==> config.mk <==
export PLATFORM = sky130hd
export DESIGN_NAME = pmem_loader
export DESIGN_NICKNAME = d
export VERILOG_FILES = /design/src/rtl/pmem_loader_pkg.sv /design/src/rtl/pmem_loader_beat_timer.sv /design/src/rtl/pmem_loader.sv
export SDC_FILE = /design/constraint.sdc
export NUM_CORES = 1
export LEC_CHECK = 0
export CAP_MARGIN = 20
export CORE_ASPECT_RATIO = 1.4
export CORE_MARGIN = 2
export CORE_UTILIZATION = 32
export CTS_CLUSTER_SIZE = 10
export DETAILED_ROUTE_END_ITERATION = 6
export REMOVE_ABC_BUFFERS = 1
export SLEW_MARGIN = 20
export SYNTH_ARGS = -nofsm -noshare
export SYNTH_HDL_FRONTEND = slang
export SYNTH_HIERARCHICAL = 1
export SYNTH_SLANG_ARGS = --single-unit
==> constraint.sdc <==
create_clock -name clk -period 3.4 [get_ports clk]
set_input_delay 0.51 -clock clk [delete_from_list [all_inputs] [get_ports clk]]
set_output_delay 0.51 -clock clk [all_outputs]
set_load 0.02 [all_outputs]
==> src/rtl/pmem_loader_pkg.sv <==
// Shared definitions for the program memory loader: FSM state encoding,
// default geometry constants and the timeout counter width helper.
package pmem_loader_pkg;

  // Default geometry: 256 instruction words of 12 bits each.
  localparam int ADDR_W_DEF  = 8;
  localparam int INSTR_W_DEF = 12;

  // Default number of idle cycles tolerated between accepted beats.
  localparam int TIMEOUT_DEF = 1024;

  // Loader FSM states. The encoding is visible on the debug state output.
  typedef enum logic [1:0] {
    ST_IDLE = 2'b00,
    ST_LOAD = 2'b01,
    ST_DONE = 2'b10,
    ST_ERR  = 2'b11
  } state_t;

  // Counter width able to hold 0..timeout-1, never narrower than one bit.
  function automatic int timer_width(input int timeout);
    int w;
    w = $clog2(timeout);
    if (w < 1) w = 1;
    return w;
  endfunction

endpackage

==> src/rtl/pmem_loader_beat_timer.sv <==
// Idle-cycle counter for the loader. Counts enabled cycles since the last
// clear and flags the cycle in which the count reaches TIMEOUT-1.
module beat_timer
  import pmem_loader_pkg::*;
#(
  parameter int TIMEOUT = TIMEOUT_DEF
) (
  input  logic clk,
  input  logic rst,
  input  logic clear,
  input  logic enable,
  output logic expired
);

  localparam int W = timer_width(TIMEOUT);
  localparam logic [W-1:0] LAST_CNT = W'(TIMEOUT - 1);

  logic [W-1:0] count;

  // Clear has priority over counting; the count saturates at LAST_CNT so an
  // enabled counter left in place can never wrap back to zero.
  always_ff @(posedge clk or posedge rst) begin
    if (rst) begin
      count <= '0;
    end else if (clear) begin
      count <= '0;
    end else if (enable && (count != LAST_CNT)) begin
      count <= count + W'(1);
    end
  end

  // Expiry is combinational so the FSM can act in the same cycle.
  always_comb begin
    expired = (count == LAST_CNT);
  end

endmodule

==> src/rtl/pmem_loader.sv <==
// Program memory loader: takes a valid/ready instruction stream and writes it
// into program memory from address 0 up to a sampled last address, holding
// the core while loading and reporting completion or timeout via sticky flags.
//
// Stream handshake: a beat transfers in any cycle where s_valid and s_ready
// are both high at the rising edge. s_ready depends only on the loader state
// and abort, never on s_valid. The memory write for a beat is presented
// combinationally (pmem_le/pmem_la/pmem_li) in that same cycle, so the word
// lands in memory on the edge that accepts the beat.
module pmem_loader
  import pmem_loader_pkg::*;
#(
  parameter int ADDR_W  = ADDR_W_DEF,
  parameter int INSTR_W = INSTR_W_DEF,
  parameter int TIMEOUT = TIMEOUT_DEF
) (
  input  logic               clk,
  input  logic               rst,
  input  logic               start,
  input  logic               abort,
  input  logic [ADDR_W-1:0]  prog_last,
  input  logic               s_valid,
  output logic               s_ready,
  input  logic [INSTR_W-1:0] s_instr,
  output logic               pmem_le,
  output logic [ADDR_W-1:0]  pmem_la,
  output logic [INSTR_W-1:0] pmem_li,
  output logic               cpu_hold,
  output logic               load_done,
  output logic               load_err,
  output logic [1:0]         dbg_state
);

  state_t              state;
  logic [ADDR_W-1:0]   addr;
  logic [ADDR_W-1:0]   last;
  logic                beat;
  logic                begin_load;
  logic                tmr_clear;
  logic                tmr_enable;
  logic                tmr_expired;

  // Handshake, memory write port and hold decode from the current state.
  always_comb begin
    s_ready  = (state == ST_LOAD) && !abort;
    beat     = s_valid && s_ready;
    pmem_le  = beat;
    pmem_la  = addr;
    pmem_li  = s_instr;
    cpu_hold = ((state == ST_LOAD) && !abort) || (state == ST_ERR);
  end

  // A new load may begin from IDLE or ERR; abort always wins over start.
  always_comb begin
    begin_load = start && !abort && ((state == ST_IDLE) || (state == ST_ERR));
  end

  // The timer only runs in LOAD between beats; it is held at zero elsewhere
  // so every load starts with a fresh idle budget.
  always_comb begin
    tmr_clear  = (state != ST_LOAD) || beat;
    tmr_enable = (state == ST_LOAD) && !abort && !beat;
  end

  beat_timer #(
    .TIMEOUT (TIMEOUT)
  ) u_beat_timer (
    .clk     (clk),
    .rst     (rst),
    .clear   (tmr_clear),
    .enable  (tmr_enable),
    .expired (tmr_expired)
  );

  // Loader FSM with address, last-address and sticky status registers.
  always_ff @(posedge clk or posedge rst) begin
    if (rst) begin
      state     <= ST_IDLE;
      addr      <= '0;
      last      <= '0;
      load_done <= 1'b0;
      load_err  <= 1'b0;
    end else begin
      case (state)
        ST_IDLE: begin
          if (begin_load) begin
            state     <= ST_LOAD;
            addr      <= '0;
            last      <= prog_last;
            load_done <= 1'b0;
            load_err  <= 1'b0;
          end
        end
        ST_LOAD: begin
          if (abort) begin
            // Abandon the load; status flags keep their values.
            state <= ST_IDLE;
          end else if (beat) begin
            // A beat beats a simultaneous timer expiry.
            if (addr == last) begin
              state     <= ST_DONE;
              addr      <= '0;
              load_done <= 1'b1;
            end else begin
              addr <= addr + ADDR_W'(1);
            end
          end else if (tmr_expired) begin
            state    <= ST_ERR;
            load_err <= 1'b1;
          end
        end
        ST_DONE: begin
          // One release cycle with the core un-held, then back to IDLE.
          load_done <= 1'b1;
          state     <= ST_IDLE;
        end
        ST_ERR: begin
          load_err <= 1'b1;
          if (abort) begin
            state <= ST_IDLE;
          end else if (begin_load) begin
            state     <= ST_LOAD;
            addr      <= '0;
            last      <= prog_last;
            load_done <= 1'b0;
            load_err  <= 1'b0;
          end
        end
        default: begin
          state <= ST_IDLE;
        end
      endcase
    end
  end

  // Debug view of the FSM state.
  always_comb begin
    dbg_state = state;
  end

endmodule

---- After elaboration in Yosys (flattened, before gate mapping) ----
Index checks and enable logic that the tools add are counted.
Widths: inputs -> output; s select.
storage, ports and cells
  flip-flop bits (word level) ............. 30
  input port bits ......................... 25
  logic and storage cells ................. 75
cells by class
  add/subtract/negate cells ............... 2
  equal/unequal tests ..................... 16
  mux-type cells .......................... 31
  reduce and logical (&&, ||, !) cells .... 20
operators by type and width
  cell                   number
  $mux 8                 7
  $pmux 8 s3             1
  $mux 10                2
  $pmux 8 s2             1
  $mux 2                 6
  $ne 2x2->1 const B     6
  $mux 1                 11
  $add 10x1->10 const B  1
  $eq 10x10->1 const B   1
  $ne 10x10->1 const B   1
  $add 8x1->8 const B    1
  $eq 8x8->1             1
  $pmux 2 s4             1
  $reduce_and 4->1       2
  $logic_and 1x1->1      6
  $reduce_and 5->1       1
  $eq 2x2->1 const B     2
  $ne 2x1->1 const B     2
  $ne 4x3->1 const B     1
  $ne 4x4->1 const B     1
  $pmux 1 s4             1
  $reduce_and 2->1       2
  $reduce_bool 2->1      2
  $logic_or 1x1->1       3
  other kinds (5)        6

---- Longest topological paths before layout ----
Gate-level depths: netlist of the first run.
  depth in word-level cells ............... 8
  gate-level depth with buffers ........... 10
  mapped depth without buffers ............ 9

---- By module ----
Netlist of the first run, hierarchy kept.
modules (own cells, without submodules)
  module       times used  cells each  area an instance (um^2)
  pmem_loader  1           134         1,277.5
  beat_timer   1           66          635.6

---- Worst setup path after synthesis of the first run ----
OpenSTA, ideal clock, no wires.
  path type ............................... reg-to-reg
  start ................................... register state[0], in the netlist dbg_state[0]
  end ..................................... register addr[5], in the netlist pmem_la[5]
  library setup time ...................... 92 ps
  arrival ................................. 2,192 ps
  setup slack ............................. 1,116 ps
  stages on the path, launching flop included .. 8
  clock period less this slack ............ 2,284 ps
  path through ............................ dfrtp_1 inv_1 ha_1 or3b_1 a211o_1 or2_0 buf_2 o31ai_2
between the ends
  cells in the longest elaborated chain, start to end .. 6
RTL lines
  what                                           RTL line                              RTL
  start, declared                                pmem_loader.sv:34                     state_t state;
  start signal, assigned                         pmem_loader.sv:78                     state <= ST_IDLE;
  start signal, assigned                         pmem_loader.sv:87                     state <= ST_LOAD;
  start signal, assigned                         pmem_loader.sv:97                     state <= ST_IDLE;
  $eq 2x2->1 or $logic_not 2->1 (tied branches)  pmem_loader.sv:55, pmem_loader.sv:84
  $logic_or 1x1->1                               pmem_loader.sv:55                     begin_load = start && !abort && ((state == ST_IDLE) || (state == ST_ERR));
  $logic_and 1x1->1                              pmem_loader.sv:55
  $mux 8 (2 in series)                           -
  $pmux 8 s3                                     pmem_loader.sv:84                     case (state)
  end signal, assigned                           pmem_loader.sv:105                    addr <= addr + ADDR_W'(1);
  end, declared                                  pmem_loader.sv:35                     logic [ADDR_W-1:0] addr;
Parallel ways exist; a longest one is shown, timed or not. The select of a mux whose other input is x is not followed.
A chain may end at the register's enable or synchronous reset.

---- Worst setup path after layout of the first run ----
  start ................................... register state[1], in the netlist dbg_state[1]
  end ..................................... output pmem_le
between the ends
  cells in the longest elaborated chain, start to end .. 3
RTL lines
  what               RTL line           RTL
  $eq 2x1->1         pmem_loader.sv:45  s_ready = (state == ST_LOAD) && !abort;
  $logic_and 1x1->1  pmem_loader.sv:45
  $logic_and 1x1->1  pmem_loader.sv:46  beat = s_valid && s_ready;
  end, declared      pmem_loader.sv:25  output logic pmem_le,
Every way passes these cells.

==> flow_metrics.tcl, run 1 <==
set metrics [dict create \
    ir_worst_vdd_v 0.0001997 \
    grt_max_degree 21 \
    track_usage 0.1408 \
    gp_congestion 0.8490 \
    synthDistinctLibCells 47 \
    worst_pin_slew_ns 0.7609 \
    n_antenna_cell 0 \
    clock_sinks 30 \
    cts-hold-fix-buffers 0 \
    num_vias 1564 \
    wire_per_inst_um 15.57 \
    syn-instance-count 200 \
    num_io_pins 52 \
    synth_area_sq_um 1913 \
    cts_tree "built" \
    synth_area_leaders "dfrtp_1 (39%), mux2_2 (5.3%), buf_4 (5.1%), ha_1 (3.9%), nand2_1 (3.9%)" \
    relSlewSlack 0.4922 \
    startpoint_type "register" \
    placed_cell_area_sq_um 2160 \
    start_util 0.3286 \
    end_kind "primary output" \
    remaining_drc_errors 0 \
    fp.dieH_um 95.49 \
    first_pass_iters 4 \
    ys_ff_latch 30 \
    use_met3 0.05920 \
    yosys_warnings 6 \
    grt-busiest-layer "met2" \
    drv_slew 0 \
    grt_use_met1 0.1571 \
    htreeDepth 2 \
    setup_tns_ns 0 \
    clock_skew_ns 0.01029 \
    ys_seq_area_frac 0.3924 \
    cts_root_buf "clkbuf_8" \
    dp_hpwl_um 3313 \
    core_sq_um 5822 \
    hold_path.class "reg2reg" \
    multiInputGateArea_sq_um 994.7 \
    grt_pass1_vias 1513 \
    setup_viol_count_final 0 \
    die_w_um 69.35 \
    period_needed_ns 2.822 \
    yosys.area.top_type "dfrtp_1" \
    clk-insertion-delay-late_ns 0.28 \
    via_per_inst 5.412 \
    synth.avg_cell_area_sq_um 9.565 \
    drive_gt1_frac 0.1233 \
    cp_data_required_time_ns 2.89 \
    fin_hold_ws_ns 0.5368 \
    die_area_sq_um 6621 \
    fp-row-count 33 \
    fin_nets 249 \
    cts_resized 0 \
    worstSetupPathType "reg2out" \
    power_leakage_uw 0.0009036 \
    status "completed" \
    num-fill-cells 613 \
    overflow 0 \
    clockBufferDepth 2 \
    area_growth_pct 18.64 \
    clkTransAtPathRegs_ns 0.06 \
    first_iter_violations 68 \
    cp_max_fo 8 \
    port_buffers 27 \
    critPathArrivalTime_ns 2.31 \
    antenna_found_initial 0 \
    postCtsSetupBuffers 0 \
    design_area_sq_um 2270 \
    ant_nets 0 \
    max_clock_freq_mhz 354.3 \
    synth_top_area_share 0.3924 \
    cap_violations 0 \
    routed_wl_um 4501 \
    ff_latch_area_sq_um 750.7 \
    hold_viol 0 \
    rsz0062_at_grt "no" \
    grt_use_met2 0.2372 \
    power.density_nw_per_um2 707.1 \
    numCtsBuffers 5 \
    grt_first_pass_wirelength_um 7265 \
    period_share 0.8300 \
]
## area by class of cell
class	count	share of cell area
multi-input cells	141	0.4383
clock buffers	8	0.04851
inverters	11	0.01819
well taps	70	0.03859
repair buffers	29	0.1257
flip-flops and latches	30	0.3308
## cells in the final DEF, fill, tap and decap left out, drive strengths merged, types with 7 or more instances in the layout
cell type      netlist  layout
inv                 11      11
mux2                10      10
clkdlybuf4s50        0      27
dfrtp               30      30
o21ai               10      10
nand2               20      20
nor2                 8       8
clkbuf               1       8
a21oi                7       7
xnor2                8       8
## layer usage
layer | routed length (um) | up-vias
li1 | - | 753
met5 | 0 | -
met2 | 2240 | 47
met1 | 1892 | 759
met4 | 60 | 0
met3 | 306 | 5
## sequential cells by signal, indices dropped and copies added, names as in the netlist
register            flops
u_beat_timer/count     10
last                    8
pmem_la                 8
dbg_state               2
load_done               1
load_err                1
## synthesized netlist by cell type, drive strengths merged
cell type and instances:
a41oi 4, a311oi 3, o2bb2ai 4, nand3b 1, o41ai 1, buf 17, mux2 10, o21a 1
nor3b 1, nor3 5, a211oi 6, or3b 1, o21ai 10, and3 5, a211o 1, a22oi 1
and2 1, xnor2 8, dfrtp 30, nor2 8, and4 1, nor2b 3, nor4 3, a21oi 7
ha 6, o221ai 1, o221a 1, o2111ai 1, nand2 20, nand4 4, inv 11, o31ai 1
clkbuf 1, nand3 6, o22ai 2, or3 3, a31oi 2, or2 1, nand2b 6, a2bb2oi 2
## cells by family after synthesis
kind of cell    after synthesis  synth area share
flops                        30            0.3924
mux                          10           0.05886
fa+ha+maj                     6           0.03924
simple gates                 69            0.1890
buf+inv                      29           0.08763
compound gates               48            0.1962
xor+xnor                      8           0.03663
## critical path: stages (launching register included)
cell and delay, ns:
dfrtp_1 0.41, inv_1 0.11, ha_1 0.37, nand2_1 0.21
inv_1 0.11, nand2_1 0.12, inv_1 0.11, clkdlybuf4s50_1 0.60
## report_power, final
part           leakage [uW]  switching [uW]  internal (uW)  total, uW
combinational      0.000454             374            335        708
sequential         0.000392             105            454        559
clock             0.0000575             134            204        338
## stage by stage
stage	setup WS, ns	instances	util	power [uW]
final	0.5778	289	0.3899	1605
after global routing	0.3800	289	0.3899	1717
after CTS	0.5711	289	0.3899	1631
after detailed placement	0.7301	281	0.3709	1282
after global placement	0.7594	281	0.3709	1270
after floorplan	1.097	182	-	1029
## worst paths after layout
| path | slack (ns) | to | from | cells past startpoint |
|---|---|---|---|---|
| setup / recovery | 0.58 | pmem_le | dbg_state[1] | 7 |
| hold / removal | 0.54 | load_done | load_done | 1 |
| setup reg to reg | 0.98 | u_beat_timer/count[1] | dbg_state[1] | 9 |
| hold reg to reg | 0.54 | load_done | load_done | 1 |
| max in group asynchronous | 2.21 | load_done | rst | 2 |
| min in group asynchronous | 0.56 | u_beat_timer/count[0] | rst | 2 |
(Power assumes the default switching activity.)
==> inputs of run 2 (changes only) <==
==> constraint.sdc (replaced) <==
create_clock -name clk -period 2.3 [get_ports clk]
set_input_delay 0.345 -clock clk [delete_from_list [all_inputs] [get_ports clk]]
set_output_delay 0.345 -clock clk [all_outputs]
set_load 0.02 [all_outputs]
==> run 2 against run 1 <==
Final cell count rose by 4.2%. Largest power group unchanged. Sequential share of layout area is 1.1 points lower. Register-to-register slack worse by 0.83 ns. Non-clock buffer count is 12 higher. Power grew 49%. Sequential cell count stayed put. Sequential power up 48%. Core utilization increased by 1.4 points. Worst hold slack worse by 0.15 ns.
==> flow_metrics.tcl, run 2 (synthesized netlist as in run 1, its figures left out) <==
set metrics [dict create \
    cp_max_fo 5 \
    first_iter_violations 65 \
    rr_worst_depth 8 \
    rrSetupSlack_ns 0.15 \
    numCtsBuffers 5 \
    via_per_inst 5.389 \
    overflow 0 \
    grt_pass1_vias 1612 \
    port_buffers 27 \
    power.density_nw_per_um2 1021 \
    drt-met1-wl_um 1907 \
    period_needed_ns 2.152 \
    core_sq_um 5822 \
    wl_met2_um 2465 \
    fin_hold_ws_ns 0.3882 \
    top_layer_used "met4" \
    largest-register "u_beat_timer/count" \
    max_clock_freq_mhz 464.7 \
    fin_nets 261 \
    grt_first_pass_wirelength_um 7803 \
    cts_root_buf "clkbuf_8" \
    relSlewSlack 0.6333 \
    clockBufferDepth 2 \
    grt_max_degree 21 \
    setup_viol_count_final 0 \
    dp_hpwl_um 3625 \
    status "completed" \
    p_sw_uw 918.5 \
    postCtsSetupBuffers 0 \
    n_antenna_cell 0 \
    num-fill-cells 592 \
    routed_wl_um 4698 \
    clkTransAtPathRegs_ns 0.06 \
    worst_pin_slew_ns 0.5450 \
    num_vias 1622 \
    drive_gt1_frac 0.1732 \
    num_io_pins 52 \
    fp.dieH_um 95.49 \
    first_pass_iters 4 \
    area_growth_pct 22.83 \
    cts_tree "built" \
    largest_register_ffs 10 \
    ant_nets 0 \
    hold_viol 0 \
    clk-insertion-delay-late_ns 0.28 \
    crit_start "dbg_state[0]" \
    final_common_cell "dfrtp_1" \
    ff_latch_area_sq_um 750.7 \
    cp_data_required_time_ns 2.50 \
    hold_path.class "in2async" \
    start_util 0.3286 \
    gp_congestion 0.8457 \
    crit-reg2reg-capture "pmem_la[6]" \
    drv_slew 0 \
    htreeDepth 2 \
    clock_sinks 30 \
    end_kind "register" \
    seqPwrFrac 0.344 \
    track_usage 0.1499 \
    post-place-ws_ns 0.05508 \
    ir_worst_vdd_v 0.0003359 \
    dr_wl_met3_um 257 \
    die_w_um 69.35 \
    wire_per_inst_um 15.61 \
    clock_skew_ns 0.006686 \
    rsz0062_at_grt "no" \
    worstSetupPathType "reg2reg" \
    die_area_sq_um 6621 \
    p_sw_frac 0.3829 \
    endpoint "pmem_la[6]" \
    power_leakage_uw 0.0009878 \
    remaining_drc_errors 0 \
    final_cell_mix "dfrtp_1 (30), clkdlybuf4s50_1 (24), nand2_1 (20)" \
    critPathArrivalTime_ns 2.36 \
    internal_power_uw 1481 \
    fp-row-count 33 \
    clkPwrFrac 0.183 \
    setup_slack_ns 0.1482 \
    comb_power_share 0.473 \
    period_share 0.9355 \
    multiInputGateArea_sq_um 999.7 \
    cap_violations 0 \
    crit-reg2reg-launch "dbg_state[0]" \
    utilization 0.4036 \
    antenna_found_initial 0 \
    startpoint_type "register" \
]
run 2: critical path, stage by stage (launching register included):
cell     delay [ns]
dfrtp_1        0.39
inv_1          0.09
ha_1           0.34
or3b_1         0.41
a211o_1        0.33
buf_4          0.16
nor3_1         0.16
a21oi_1        0.05
o21ai_0        0.13
run 2: power by group through the flow:
stage                     sequential (uW)  combinational (uW)  clock (uW)
after floorplan                       875                 646           0
after global placement                833                1130           0
after detailed placement              842                1140           0
after CTS                             832                1150         456
after global routing                  854                1250         486
final                                 825                1140         438
run 2: area by class of cell:
cell class              count  area share
repair buffers             41      0.1613
inverters                  11     0.01757
well taps                  70     0.03727
clock inverters             1    0.002130
flip-flops and latches     30      0.3195
multi-input cells         141      0.4255
clock buffers               7     0.03674
run 2: repair_timing:
item,CTS,global route
endpoints found under the setup margin,3,5
hold buffers,0,0
gates resized for setup,2,4
run 2: per-stage QoR:
stage | std cells | TNS (ns) | total power [uW] | cell area, sq um
floorplan | 182 | -0.002774 | 1521 | 1787
global placement | 293 | 0 | 1967 | 2250
detailed placement | 293 | 0 | 1985 | 2250
CTS | 301 | 0 | 2439 | 2342
global route | 301 | 0 | 2591 | 2350
finish | 301 | 0 | 2399 | 2350
run 2: worst min path at each step:
stage / startpoint / end / slack, ns / cells past startpoint
after floorplan: rst / u_beat_timer/count[0] / 0.19 / 1
after global placement: last[1] / last[1] / 0.51 / 1
after detailed placement: last[7] / last[7] / 0.52 / 1
after CTS: rst / u_beat_timer/count[0] / 0.39 / 2
after global routing: rst / u_beat_timer/count[1] / 0.42 / 2
final: rst / u_beat_timer/count[0] / 0.39 / 2
run 2: per-layer routing:
layer / GRT usage / vias up
met5: 0 / -
met4: 0.04412 / 0
met3: 0.04651 / 8
met2: 0.2772 / 50
met1: 0.1645 / 790
li1: - / 774
